### src/rtl/qed_dup_generator.sv
// qed_dup_generator
//   Instruction-side duplicator for EDDI-V QED. Sits between IFU buffer 0 and
//   the decoder. In ORIGINAL mode, fetched instructions pass through to the
//   decoder, and a register-remapped copy of each one is recorded in a FIFO.
//   The remap moves registers 0-15 to 16-31. In CHECK mode the IFU is stalled
//   and the recorded copies are replayed to the decoder in recording order.
//
// Ports
//   clk, rst             core clock, synchronous active-high reset
//   ena                  QED enable; 0 = pure pass-through, FIFO cleared
//   ifu_inst, ifu_vld    instruction from IFU buffer 0 and its valid
//   exec_dup             request to replay the recorded copies (CHECK mode)
//   dec_rdy              decoder takes the output register this cycle
//   ifu_stall            IFU must hold ifu_inst/ifu_vld
//   qed_ifu_instruction  registered instruction to the decoder
//   vld_inst             qed_ifu_instruction is valid
//   mode                 0 = original, 1 = replayed duplicate
//   dup_count            FIFO occupancy
//   illegal_inst         one-cycle pulse: accepted original used a reg >= 16
module qed_dup_generator #(
    parameter int unsigned DEPTH = 16,
    parameter int unsigned IW    = 33
) (
    input  logic                       clk,
    input  logic                       rst,
    input  logic                       ena,
    input  logic [IW-1:0]              ifu_inst,
    input  logic                       ifu_vld,
    input  logic                       exec_dup,
    input  logic                       dec_rdy,
    output logic                       ifu_stall,
    output logic [IW-1:0]              qed_ifu_instruction,
    output logic                       vld_inst,
    output logic                       mode,
    output logic [$clog2(DEPTH+1)-1:0] dup_count,
    output logic                       illegal_inst
);

    localparam int unsigned PW = $clog2(DEPTH);
    localparam int unsigned CW = $clog2(DEPTH + 1);

    localparam logic [31:0]   NopInst = 32'h0100_0000;
    localparam logic [PW-1:0] PtrOne  = PW'(1);
    localparam logic [CW-1:0] CntOne  = CW'(1);
    localparam logic [CW-1:0] CntFull = CW'(DEPTH);

    typedef enum logic {StOrig, StCheck} state_e;

    // Builds the duplicate of an original. Bits above 31 are sideband and are
    // never touched. Control transfers cannot be replayed, so they become NOPs.
    function automatic logic [IW-1:0] remap(input logic [IW-1:0] x);
        logic [IW-1:0] r;
        r = x;
        if (x[31:0] != NopInst) begin
            case (x[31:30])
                2'b00: begin
                    if (x[24:22] == 3'b100) begin
                        r[29] = 1'b1;            // SETHI: rd only
                    end else begin
                        r[31:0] = NopInst;       // branches
                    end
                end
                2'b01:   r[31:0] = NopInst;      // CALL
                default: begin
                    r[29] = 1'b1;                // rd
                    r[18] = 1'b1;                // rs1
                    if (!x[13]) begin
                        r[4] = 1'b1;             // rs2, register form only
                    end
                end
            endcase
        end
        return r;
    endfunction

    state_e          state_q, state_d;
    logic [PW-1:0]   wr_ptr_q, wr_ptr_d;
    logic [PW-1:0]   rd_ptr_q, rd_ptr_d;
    logic [CW-1:0]   count_q, count_d;
    logic [IW-1:0]   out_q, out_d;
    logic            vld_q, vld_d;
    logic            mode_q, mode_d;
    logic            illegal_q, illegal_d;
    logic [IW-1:0]   mem_q [DEPTH];

    logic            push;
    logic            accept;
    logic            inst_illegal;
    logic [CW-1:0]   count_next;
    logic [IW-1:0]   push_data;

    // An original that already uses the upper register half would collide
    // with its own duplicate.
    assign inst_illegal = ifu_inst[31] &&
                          (ifu_inst[29] || ifu_inst[18] || (!ifu_inst[13] && ifu_inst[4]));
    assign push_data    = remap(ifu_inst);

    always_comb begin
        state_d    = state_q;
        wr_ptr_d   = wr_ptr_q;
        rd_ptr_d   = rd_ptr_q;
        count_d    = count_q;
        out_d      = out_q;
        vld_d      = vld_q;
        mode_d     = mode_q;
        illegal_d  = 1'b0;
        push       = 1'b0;
        accept     = 1'b0;
        count_next = count_q;
        ifu_stall  = 1'b0;

        if (!ena) begin
            // Pass-through; any recorded or in-flight replay is dropped.
            ifu_stall = !dec_rdy;
            state_d   = StOrig;
            wr_ptr_d  = '0;
            rd_ptr_d  = '0;
            count_d   = '0;
            if (dec_rdy) begin
                vld_d = ifu_vld;
                if (ifu_vld) begin
                    out_d  = ifu_inst;
                    mode_d = 1'b0;
                end
            end
        end else begin
            case (state_q)
                StOrig: begin
                    ifu_stall = !dec_rdy || (count_q == CntFull);
                    if (dec_rdy) begin
                        accept = ifu_vld && (count_q != CntFull);
                        vld_d  = accept;
                        if (accept) begin
                            mode_d = 1'b0;
                            if (inst_illegal) begin
                                illegal_d = 1'b1;
                                out_d     = {ifu_inst[IW-1:32], NopInst};
                            end else begin
                                out_d      = ifu_inst;
                                push       = 1'b1;
                                wr_ptr_d   = wr_ptr_q + PtrOne;
                                count_next = count_q + CntOne;
                            end
                        end
                        count_d = count_next;
                        // Same-cycle accept and exec_dup: the push is counted first.
                        if ((exec_dup || (count_next == CntFull)) && (count_next != '0)) begin
                            state_d = StCheck;
                        end
                    end
                end
                StCheck: begin
                    ifu_stall = 1'b1;
                    if (dec_rdy) begin
                        out_d    = mem_q[rd_ptr_q];
                        vld_d    = 1'b1;
                        mode_d   = 1'b1;
                        rd_ptr_d = rd_ptr_q + PtrOne;
                        count_d  = count_q - CntOne;
                        if (count_q == CntOne) begin
                            state_d = StOrig;
                        end
                    end
                end
                default: state_d = StOrig;
            endcase
        end
    end

    always_ff @(posedge clk) begin
        if (rst) begin
            state_q   <= StOrig;
            wr_ptr_q  <= '0;
            rd_ptr_q  <= '0;
            count_q   <= '0;
            out_q     <= '0;
            vld_q     <= 1'b0;
            mode_q    <= 1'b0;
            illegal_q <= 1'b0;
        end else begin
            state_q   <= state_d;
            wr_ptr_q  <= wr_ptr_d;
            rd_ptr_q  <= rd_ptr_d;
            count_q   <= count_d;
            out_q     <= out_d;
            vld_q     <= vld_d;
            mode_q    <= mode_d;
            illegal_q <= illegal_d;
        end
    end

    // Storage needs no reset: occupancy and pointers define what is valid.
    always_ff @(posedge clk) begin
        if (push) begin
            mem_q[wr_ptr_q] <= push_data;
        end
    end

    assign qed_ifu_instruction = out_q;
    assign vld_inst            = vld_q;
    assign mode                = mode_q;
    assign dup_count           = count_q;
    assign illegal_inst        = illegal_q;

endmodule

### config.mk
export PLATFORM = sky130hd
export DESIGN_NAME = qed_dup_generator
export DESIGN_NICKNAME = d
export VERILOG_FILES = /design/src/rtl/qed_dup_generator.sv
export SDC_FILE = /design/constraint.sdc
export NUM_CORES = 1
export LEC_CHECK = 0
export BUFFER_PORTS_ARGS = -buffer_cell sky130_fd_sc_hd__buf_2
export CAP_MARGIN = 20
export CORE_ASPECT_RATIO = 2
export CORE_MARGIN = 2
export CORE_UTILIZATION = 30
export DETAILED_ROUTE_END_ITERATION = 10
export SLEW_MARGIN = 20
export SYNTH_ARGS = -nofsm -noshare
export SYNTH_HDL_FRONTEND = slang
export SYNTH_SLANG_ARGS = --single-unit
### constraint.sdc
create_clock -name clk -period 4.81 [get_ports clk]
set_input_delay 0.962 -clock clk [delete_from_list [all_inputs] [get_ports clk]]
set_output_delay 0.962 -clock clk [all_outputs]
set_load 0.01 [all_outputs]
==> impl_metrics.py <==
metrics = {
    "cts": {
        "cts_tree": "done",
        "cts_hold_buf": 0,
        "root_buffer": "clkbuf_16",
        "post_cts_resized": 0,
        "postCtsSetupBuffers": 0,
        "cts_max_level": 2,
        "insertion_delay_ns": 0.58,
        "clock-sinks": 582,
        "numCtsBuffers": 45,
        "clkTransAtPathRegs_ns": 0.07,
        "clockBufferDepth": 3,
    },
    "place": {
        "dp_cells": 2211,
        "port_buffers": 80,
        "place_congestion": 0.759,
        "hpwl_um": 36700,
    },
    "sta": {
        "tns_ns": 0,
        "fin_skew_ns": 0.0173,
        "hold_viol": 0,
        "finalMaxSlewViolations": 0,
        "fmax_mhz": 289,
        "min_period_ns": 3.46,
        "fin_crit_sh": 0.719,
        "rsz0062_at_grt": "false",
        "slew_headroom": 0.295,
        "setup_viol": 0,
        "worstMarginPinSlew_ns": 1.06,
    },
    "logic_synthesis": {
        "ys.flop_type": "edfxtp_1",
        "syn_nets": 1189,
        "yosysTopAreaCellShare": 0.696,
        "postSynthAreaPerCell_um2": 20.0,
        "yosysSeqAreaShare": 0.744,
        "synth_area_um2": 22800,
        "synth_common_cells": "edfxtp_1 (528), mux4_2 (148), dfxtp_1 (54), nor2_1 (46), clkbuf_1 (34)",
        "ys_ff_latch": 582,
        "netlist_top_cells_area": "edfxtp_1 (70%), mux4_2 (15%), dfxtp_1 (4.7%)",
        "async_flop_share": 0,
        "yosysMostFrequentCell": "edfxtp_1",
        "synthCells": 1141,
        "synth_top_area_cell": "edfxtp_1",
        "synth_edf_count": 528,
        "yosys_warnings": 0,
        "yosys.cell_types.count": 54,
    },
    "critical_path": {
        "r2r-end": "mem_q[8][26]",
        "cp.arrival_ns": 3.73,
        "reg2reg_setup_slack_ns": 1.35,
        "rr_startpoint": "dup_count[0]",
        "path_max_fanout": 16,
        "r2r_cells": 8,
        "crit_path_start_kind": "flip-flop",
        "crit_required_ns": 5.08,
        "end_kind": "flip-flop",
        "crit_type": "flip-flop to flip-flop",
    },
    "pwr": {
        "peakVddDrop_v": 0.000254,
        "pwr-share-comb": 0.032,
        "p_per_area_nw_per_um2": 373,
        "swShare": 0.202,
        "p_int_mw": 7.84,
        "p_total_mw": 9.82,
        "leakagePower_nw": 8.09,
        "p_sw_mw": 1.99,
        "p_clk_frac": 0.403,
        "seqPwrFrac": 0.565,
    },
    "floorplanning": {
        "design.core.area_um2": 75000,
        "start_util": 0.304,
        "io_pins": 81,
        "dieHeight_um": 394,
        "die_area_um2": 78300,
        "num_rows": 142,
        "fp.dieW_um": 199,
    },
    "global_route": {
        "grt_first_pass_wirelength_um": 85000,
        "grtUsageTotal": 0.151,
        "grt_start_max_net_pins": 40,
        "first_global_vias": 12200,
        "grt-ovfl-total": 0,
        "antenna_found_initial": 0,
    },
    "layout": {
        "syn2layout_area_growth_pct": 15.7,
        "final_util": 0.351,
        "n_antenna_cell": 0,
        "stdcell_count": 2295,
        "nets": 1298,
        "drive_gt1_frac": 0.301,
    },
    "min_path": {
        "min_delay_path_depth": 2,
        "holdCritStartpoint": "vld_inst",
        "hold_end": "vld_inst",
        "holdCritPathClass": "flip-flop to flip-flop",
    },
    "routing": {
        "num_vias": 11400,
        "drc_errors": 0,
        "drt-initial-drc-count": 930,
        "drt-wirelength-per-cell_um": 25.5,
        "finalWirelength_um": 58500,
        "dr.pass1.iters": 5,
        "viasPerCell": 4.98,
        "drtAntennaViolNets": 0,
    },
    "run_status": {
        "outcome": "finished clean",
    },
    "job": {
        "maxCapViolCount": 0,
    },
}
## cells in the final DEF (no fill, tap or decap), types with 24 or more instances in the layout
cell type,netlist,routed
buf_2,25,80
mux2i_1,32,32
mux4_2,148,148
nor2_1,46,33
o22ai_1,32,32
buf_4,1,42
inv_1,24,24
clkbuf_16,0,49
dfxtp_1,54,50
edfxtp_1,528,528
## cell type report
cell class | count | area, µm²
clock buffer | 68 | 1380
clock inverter | 16 | 185
fill | 7044 | 48600
inverter | 24 | 90.1
multi-input combinational | 467 | 5600
sequential | 582 | 16900
tap | 1008 | 1260
timing repair buffer | 130 | 876
## sequential cells by signal, indices dropped and copies added, names as in the netlist, named ones only
signal / count
dup_count: 5
wr_ptr_q: 4
illegal_inst: 1
mode: 1
mem_q: 528
rd_ptr_q: 4
state_q: 1
vld_inst: 1
qed_ifu_instruction: 33
## through the flow
| step | setup slack, ns | area, µm² | hold WS [ns] |
|---|---|---|---|
| CTS | 1.35 | 26300 | 0.478 |
| floorplan | 0.836 | 22800 | 0.459 |
| global placement | 0.806 | 24800 | 0.455 |
| detailed placement | 0.755 | 24800 | 0.467 |
| global route | 1.14 | 26300 | 0.489 |
| finish | 1.35 | 26300 | 0.478 |
## kinds of logic after synthesis
family / count (synthesis) / synth area share
flip-flops: 582 / 0.744
AND/OR/NAND/NOR: 164 / 0.0388
multiplexers: 183 / 0.162
buffers and inverters: 92 / 0.0170
adder cells (fa/ha/maj): 9 / 0.00495
AO/OA/AOI/OAI: 106 / 0.0315
XOR/XNOR: 5 / 0.00192
## routing by layer
metal,share of wire,track usage
met1,0.36,0.168
met2,0.55,0.284
met3,0.045,0.0186
met4,0.043,0.0684
met5,0,0
## worst max-delay path by stage
stage          cells after the start  slack, ns          from      endpoint
2_1_floorplan                      5       0.84  ifu_inst[18]  mem_q[12][0]
4_1_cts                            8       1.35  dup_count[0]  mem_q[8][26]
3_3_place_gp                       7       0.81  ifu_inst[18]  mem_q[8][16]
5_1_grt                            8       1.14  dup_count[0]  mem_q[8][26]
3_5_place_dp                       7       0.76  ifu_inst[18]  mem_q[8][17]
6_report                           8       1.35  dup_count[0]  mem_q[8][26]
## critical path, cell delays in order, from the launching register on
cell      delay (ns)
dfxtp_1         0.45
inv_1           0.14
ha_1            0.21
and4bb_2        0.24
nand2b_1        0.26
nor4b_2         0.44
nand2_1         0.35
nor2_4          0.68
buf_4           0.37
## power by group through the flow
stage	logic (mW)	registers [mW]	clock network [mW]
floorplan	0.148	5.67	0
global placement	0.311	5.66	0
detailed placement	0.317	5.67	0
CTS	0.318	5.55	4.03
global route	0.343	5.55	4.20
finish	0.317	5.55	3.95
(Power assumes the default switching activity.)
